## config.mk

```make
export PLATFORM = sky130hd
export DESIGN_NAME = adder_pipe_nbits_flat
export DESIGN_NICKNAME = d
export VERILOG_FILES = /design/src/rtl/adder_pipe_nbits_if.sv /design/src/rtl/adder_pipe_nbits.sv /design/src/flat_wrapper.sv
export SDC_FILE = /design/constraint.sdc
export NUM_CORES = 1
export LEC_CHECK = 0
export ABC_AREA = 1
export BUFFER_PORTS_ARGS = -buffer_cell sky130_fd_sc_hd__buf_4
export CAP_MARGIN = 15
export CORE_UTILIZATION = 30
export DETAILED_ROUTE_END_ITERATION = 8
export PLACE_DENSITY = 0.58
export SYNTH_ARGS = -nofsm -noshare
export SYNTH_HDL_FRONTEND = slang
export SYNTH_SLANG_ARGS = --single-unit
```

## constraint.sdc

```tcl
create_clock -name clk -period 4.47 [get_ports clk]
set_clock_uncertainty 0.05 [all_clocks]
set_input_delay 0.6705 -clock clk [delete_from_list [all_inputs] [get_ports clk]]
set_output_delay 0.6705 -clock clk [all_outputs]
set_load 0.05 [all_outputs]
```

## src/rtl/adder_pipe_nbits_if.sv

```systemverilog
// Operand/result bus for adder_pipe_nbits.
// Producer side: in_valid, a, b, sub and c_in go to the adder, and in_ready comes back.
// Consumer side: out_valid and the result with its flags go to the consumer, and out_ready comes back.
// The master modport is the side that supplies operands and consumes results.
// The slave modport is the adder itself.
interface adder_pipe_nbits_if #(
    parameter int NUMBER_OF_BITS = 32
);
    logic                      in_valid;
    logic                      in_ready;
    logic [NUMBER_OF_BITS-1:0] a;
    logic [NUMBER_OF_BITS-1:0] b;
    logic                      sub;
    logic                      c_in;
    logic                      out_valid;
    logic                      out_ready;
    logic [NUMBER_OF_BITS-1:0] s_out;
    logic                      c_out;
    logic                      overflow;
    logic                      zero;

    modport master (
        output in_valid, a, b, sub, c_in, out_ready,
        input  in_ready, out_valid, s_out, c_out, overflow, zero
    );

    modport slave (
        input  in_valid, a, b, sub, c_in, out_ready,
        output in_ready, out_valid, s_out, c_out, overflow, zero
    );
endinterface

```

## src/rtl/adder_pipe_nbits.sv

```systemverilog
// Pipelined add/subtract unit. NUMBER_OF_BITS is split into STAGE_BITS chunks.
// Each stage adds one chunk, so the carry chain per cycle is one chunk long.
// Ports:
//   clk - rising-edge clock
//   rst - synchronous active-high reset
//   bus - operand/result handshake (adder_pipe_nbits_if.slave)
// The whole pipe stalls when the result is valid and not taken.
// When stalled, in_ready is low.
module adder_pipe_nbits #(
    parameter int NUMBER_OF_BITS = 32,
    parameter int STAGE_BITS     = 8
) (
    input logic               clk,
    input logic               rst,
    adder_pipe_nbits_if.slave bus
);
    localparam int N      = NUMBER_OF_BITS;
    localparam int SB     = STAGE_BITS;
    localparam int STAGES = N / SB;
    localparam int LAST   = STAGES - 1;

    typedef logic [N-1:0] word_t;

    word_t             a_q [STAGES];
    word_t             a_d [STAGES];
    word_t             b_q [STAGES];
    word_t             b_d [STAGES];
    word_t             s_q [STAGES];
    word_t             s_d [STAGES];
    logic [STAGES-1:0] c_q, c_d;
    logic [STAGES-1:0] v_q, v_d;
    logic              ov_q, ov_d;
    logic              zero_q, zero_d;
    logic              adv;
    logic [SB+1:0]     r_chunk [STAGES];

    // The result is packed as {carry out, carry into chunk MSB, sum}.
    // The carry into the MSB is recovered as x ^ y ^ sum at the top bit.
    function automatic logic [SB+1:0] add_chunk(input logic [SB-1:0] x,
                                                input logic [SB-1:0] y,
                                                input logic          ci);
        logic [SB:0] sum;
        sum = {1'b0, x} + {1'b0, y} + {{SB{1'b0}}, ci};
        return {sum[SB], x[SB-1] ^ y[SB-1] ^ sum[SB-1], sum[SB-1:0]};
    endfunction

    always_comb begin
        adv = !v_q[LAST] || bus.out_ready;

        // The add/sub mode is resolved here, so later stages only ever add.
        a_d[0]     = bus.a;
        b_d[0]     = bus.sub ? ~bus.b : bus.b;
        r_chunk[0] = add_chunk(bus.a[SB-1:0], b_d[0][SB-1:0], bus.sub | bus.c_in);
        s_d[0]          = '0;
        s_d[0][SB-1:0]  = r_chunk[0][SB-1:0];
        c_d[0]          = r_chunk[0][SB+1];
        v_d[0]          = bus.in_valid;

        for (int k = 1; k < STAGES; k++) begin
            a_d[k]     = a_q[k-1];
            b_d[k]     = b_q[k-1];
            r_chunk[k] = add_chunk(a_q[k-1][k*SB +: SB], b_q[k-1][k*SB +: SB], c_q[k-1]);
            s_d[k]               = s_q[k-1];
            s_d[k][k*SB +: SB]   = r_chunk[k][SB-1:0];
            c_d[k]               = r_chunk[k][SB+1];
            v_d[k]               = v_q[k-1];
        end

        ov_d   = r_chunk[LAST][SB+1] ^ r_chunk[LAST][SB];
        zero_d = (s_d[LAST] == '0);
    end

    always_ff @(posedge clk) begin
        if (rst) begin
            for (int k = 0; k < STAGES; k++) begin
                a_q[k] <= '0;
                b_q[k] <= '0;
                s_q[k] <= '0;
            end
            c_q    <= '0;
            v_q    <= '0;
            ov_q   <= 1'b0;
            zero_q <= 1'b0;
        end else if (adv) begin
            for (int k = 0; k < STAGES; k++) begin
                a_q[k] <= a_d[k];
                b_q[k] <= b_d[k];
                s_q[k] <= s_d[k];
            end
            c_q    <= c_d;
            v_q    <= v_d;
            ov_q   <= ov_d;
            zero_q <= zero_d;
        end
    end

    assign bus.in_ready  = adv;
    assign bus.out_valid = v_q[LAST];
    assign bus.s_out     = s_q[LAST];
    assign bus.c_out     = c_q[LAST];
    assign bus.overflow  = ov_q;
    assign bus.zero      = zero_q;
endmodule

```

## src/flat_wrapper.sv

```systemverilog
// flat-port wrapper written by rule: the top's interface ports become plain ports
module adder_pipe_nbits_flat 
#(
    parameter int NUMBER_OF_BITS = 32,
    parameter int STAGE_BITS     = 8
)
  (clk, rst, bus_in_valid, bus_a, bus_b, bus_sub, bus_c_in, bus_out_ready, bus_in_ready, bus_out_valid, bus_s_out, bus_c_out, bus_overflow, bus_zero);
  adder_pipe_nbits_if #(.NUMBER_OF_BITS(NUMBER_OF_BITS)) bus_i ();
  input logic clk;
  input logic rst;
  input wire logic [$bits(bus_i.in_valid)-1:0] bus_in_valid;
  input wire logic [$bits(bus_i.a)-1:0] bus_a;
  input wire logic [$bits(bus_i.b)-1:0] bus_b;
  input wire logic [$bits(bus_i.sub)-1:0] bus_sub;
  input wire logic [$bits(bus_i.c_in)-1:0] bus_c_in;
  input wire logic [$bits(bus_i.out_ready)-1:0] bus_out_ready;
  output wire logic [$bits(bus_i.in_ready)-1:0] bus_in_ready;
  output wire logic [$bits(bus_i.out_valid)-1:0] bus_out_valid;
  output wire logic [$bits(bus_i.s_out)-1:0] bus_s_out;
  output wire logic [$bits(bus_i.c_out)-1:0] bus_c_out;
  output wire logic [$bits(bus_i.overflow)-1:0] bus_overflow;
  output wire logic [$bits(bus_i.zero)-1:0] bus_zero;
  assign bus_i.in_valid = bus_in_valid;
  assign bus_i.a = bus_a;
  assign bus_i.b = bus_b;
  assign bus_i.sub = bus_sub;
  assign bus_i.c_in = bus_c_in;
  assign bus_i.out_ready = bus_out_ready;
  assign bus_in_ready = bus_i.in_ready;
  assign bus_out_valid = bus_i.out_valid;
  assign bus_s_out = bus_i.s_out;
  assign bus_c_out = bus_i.c_out;
  assign bus_overflow = bus_i.overflow;
  assign bus_zero = bus_i.zero;
  adder_pipe_nbits #(.NUMBER_OF_BITS(NUMBER_OF_BITS), .STAGE_BITS(STAGE_BITS)) u_core (.clk(clk), .rst(rst), .bus(bus_i));
endmodule
```

==> impl_metrics.json <==
{
  "worst_pin_slew_ps": 1009,
  "r2r_setup_slack_ps": 2040,
  "numCtsBuffers": 17,
  "stdcell_count": 1300,
  "drt_pass1_iterations": 4,
  "hold_viol_final": 0,
  "pin_count": 107,
  "critPathMaxStageDelay_ps": 450,
  "drt_iter0_drc": 346,
  "io_buffer_count": 106,
  "cts_setup_buffers": 0,
  "n_antenna_cell": 0,
  "slew_headroom": 0.3271,
  "avgSynthCellArea_um2": 10.71,
  "grtUsageTotal": 0.1055,
  "synthesis.nets": 906,
  "max_freq_mhz": 380.7,
  "core_um2": 27930,
  "viasPerCell": 4.023,
  "yosysSeqAreaShare": 0.6401,
  "holdPathEnd": "u_core.v_q[3]",
  "timing.rr.start": "u_core.v_q[3]",
  "place_area_um2": 9781,
  "final_common_cell": "nor2_1",
  "overflow": 0,
  "antenna_found_initial": 0,
  "die_x_um": 171.0,
  "worst_r2r_endpoint": "u_core.b_q[0][51]",
  "setup.worst_path.end_class": "flop",
  "cp.required_ps": 4700,
  "worstHoldStart": "rst",
  "ctsHoldBuffers": 0,
  "powerDensity_nw_per_um2": 392.6,
  "critical_path_peak_fanout": 33,
  "vdd_ir_drop_max_uv": 271.9,
  "whs_path_depth": 2,
  "clock-sinks": 186,
  "critical_path_buf_inv_count": 1,
  "crit_family": "adder cells",
  "place_hpwl_um": 10110,
  "start_util": 0.3068,
  "post-route-cell-area_um2": 10410,
  "post_synth_num_cell_types": 29,
  "drv_slew": 0,
  "yosysWarnings": 0,
  "cts_tree": "yes",
  "drive_above_1_share": 0.1670,
  "worstPathCellList": "buf_4, xor2_1, fa_1, fa_1, nand3_1, nand2_1, nand2_1, nand2_1, a21oi_1, o21ai_0, a21oi_1",
  "grt_max_degree": 101,
  "ctsResizeCount": 0,
  "antenna_left": 0,
  "final_nets": 1015,
  "period_share": 0.5877,
  "vias": 5230,
  "arrival_ps": 2860,
  "setup_tns_ps": 0,
  "worst_r2r_path_depth": 4,
  "holdCritPathClass": "primary input to flop",
  "wl_per_cell_um": 11.32,
  "finalWirelength_um": 14710,
  "worst-setup-path-type": "primary input to flop",
  "rsz0062_at_grt": "false",
  "leakagePower_nw": 4.657,
  "synth_cells": 800,
  "max_cap_viol_count": 0,
  "placed_cells": 1268,
  "synth.ff_latch_count": 186,
  "grt_pass1_vias": 4851,
  "drc": 0,
  "synth_area_um2": 8569,
  "ctsLongestPathBuffers": 2,
  "cp_common_cell": "nand2_1",
  "clk_pin_slew_ps": 70,
  "layout_common_cells": "185 x nor2_1, 176 x edfxtp_1, 162 x inv_1, 112 x buf_4, 68 x nand2_1",
  "areaGrowthSynthToFinish_pct": 21.43,
  "crit_slowest_cell": "fa_1",
  "cts-root-buf": "clkbuf_16",
  "fp.dieH_um": 171.0,
  "status": "complete, no violations",
  "placementRows": 61,
  "insertion_delay_ps": 430,
  "dieArea_um2": 29240,
  "worstSetupStartpointType": "primary input",
  "setup_viol": 0,
  "grt_pass1_wl_um": 23960,
  "gp_congestion": 0.7842,
  "finalWorstPathRequiredPeriod_ps": 2627,
  "h-tree-depth": 4
}
logic make-up (layout without fill, tap and decap cells):
family / after synthesis / count (layout) / share of synthesized area
AOI/OAI and AO/OA: 76 / 76 / 0.04833
xor gates and xnor gates: 34 / 34 / 0.03475
adders and majority gates: 36 / 36 / 0.05957
buffers and inverters: 188 / 310 / 0.08761
DFF: 186 / 186 / 0.6401
and+or+nand+nor: 280 / 280 / 0.1297
through the flow:
stage	hold slack [ps]	util	power [mW]	worst slack (ps)
after floorplan	379.8	-	2.431	0.09570
after global placement	396.6	0.3501	2.579	1435
after detailed placement	395.9	0.3501	2.585	1418
after CTS	357.6	0.3725	4.148	1863
after global routing	357.5	0.3725	4.279	1648
final	380.4	0.3725	4.086	1843
registers in the layout, indices dropped and copies added (netlist names):
signal / flops
u_core.c_q: 4
u_core.bus.zero: 1
u_core.b_q: 48
u_core.bus.overflow: 1
u_core.a_q: 48
u_core.v_q: 4
u_core.s_q: 80
area by class of cell:
class                   instances  area (µm²)
fillers                      2770       17530
multi-input cells             426        2336
clock buffers                  21       514.2
inverters                     165       625.6
clock inverters                11       111.4
flip-flops and latches        186        5485
repair buffers                113       860.8
well taps                     378       473.0
Yosys cell counts, drive strengths merged:
cell    instances  share of area
inv           165          0.072
edfxtp        176           0.62
o211ai          3         0.0026
ha             28          0.041
or2             1        0.00073
o21ai          24          0.014
a21o            1        0.00088
nand2          70          0.031
nor2          186          0.082
buf            23          0.015
fa              8          0.019
o21a            3         0.0026
nand4          11         0.0080
o21bai          1        0.00088
nand3b          2         0.0018
o22ai           2         0.0015
dfxtp          10          0.023
xor2            9         0.0092
a21oi          42          0.026
xnor2          25          0.026
nand3          10         0.0064
where the power goes:
part           total (mW)  internal (mW)  switching (mW)
Sequential           2.08           2.04          0.0407
Clock                1.55          0.855           0.691
Combinational       0.463          0.180           0.282
Total                4.09           3.07            1.01
per-layer routing:
layer | global-route usage | part of all wire | wire, µm | vias to the layer above
met5 | 0 | 0 | 0 | -
met4 | 0.03610 | 0.012 | 181 | 0
met3 | 0.02660 | 0.039 | 577 | 11
met2 | 0.1621 | 0.45 | 6558 | 88
met1 | 0.1442 | 0.50 | 7392 | 2357
li1 | - | - | - | 2774
worst max-delay path by stage:
| stage | startpoint | end | slack (ps) | depth (start not counted) |
|---|---|---|---|---|
| floorplan | u_core.v_q[3] | u_core.a_q[0][10] | 0.1 | 3 |
| global placement | bus_sub | u_core.s_q[0][6] | 1440 | 11 |
| detailed placement | bus_sub | u_core.s_q[0][6] | 1420 | 11 |
| CTS | bus_sub | u_core.s_q[0][6] | 1860 | 11 |
| global route | bus_sub | u_core.s_q[0][6] | 1650 | 11 |
| finish | bus_sub | u_core.s_q[0][6] | 1840 | 11 |
Note: power is estimated with default switching activity, not from simulation.
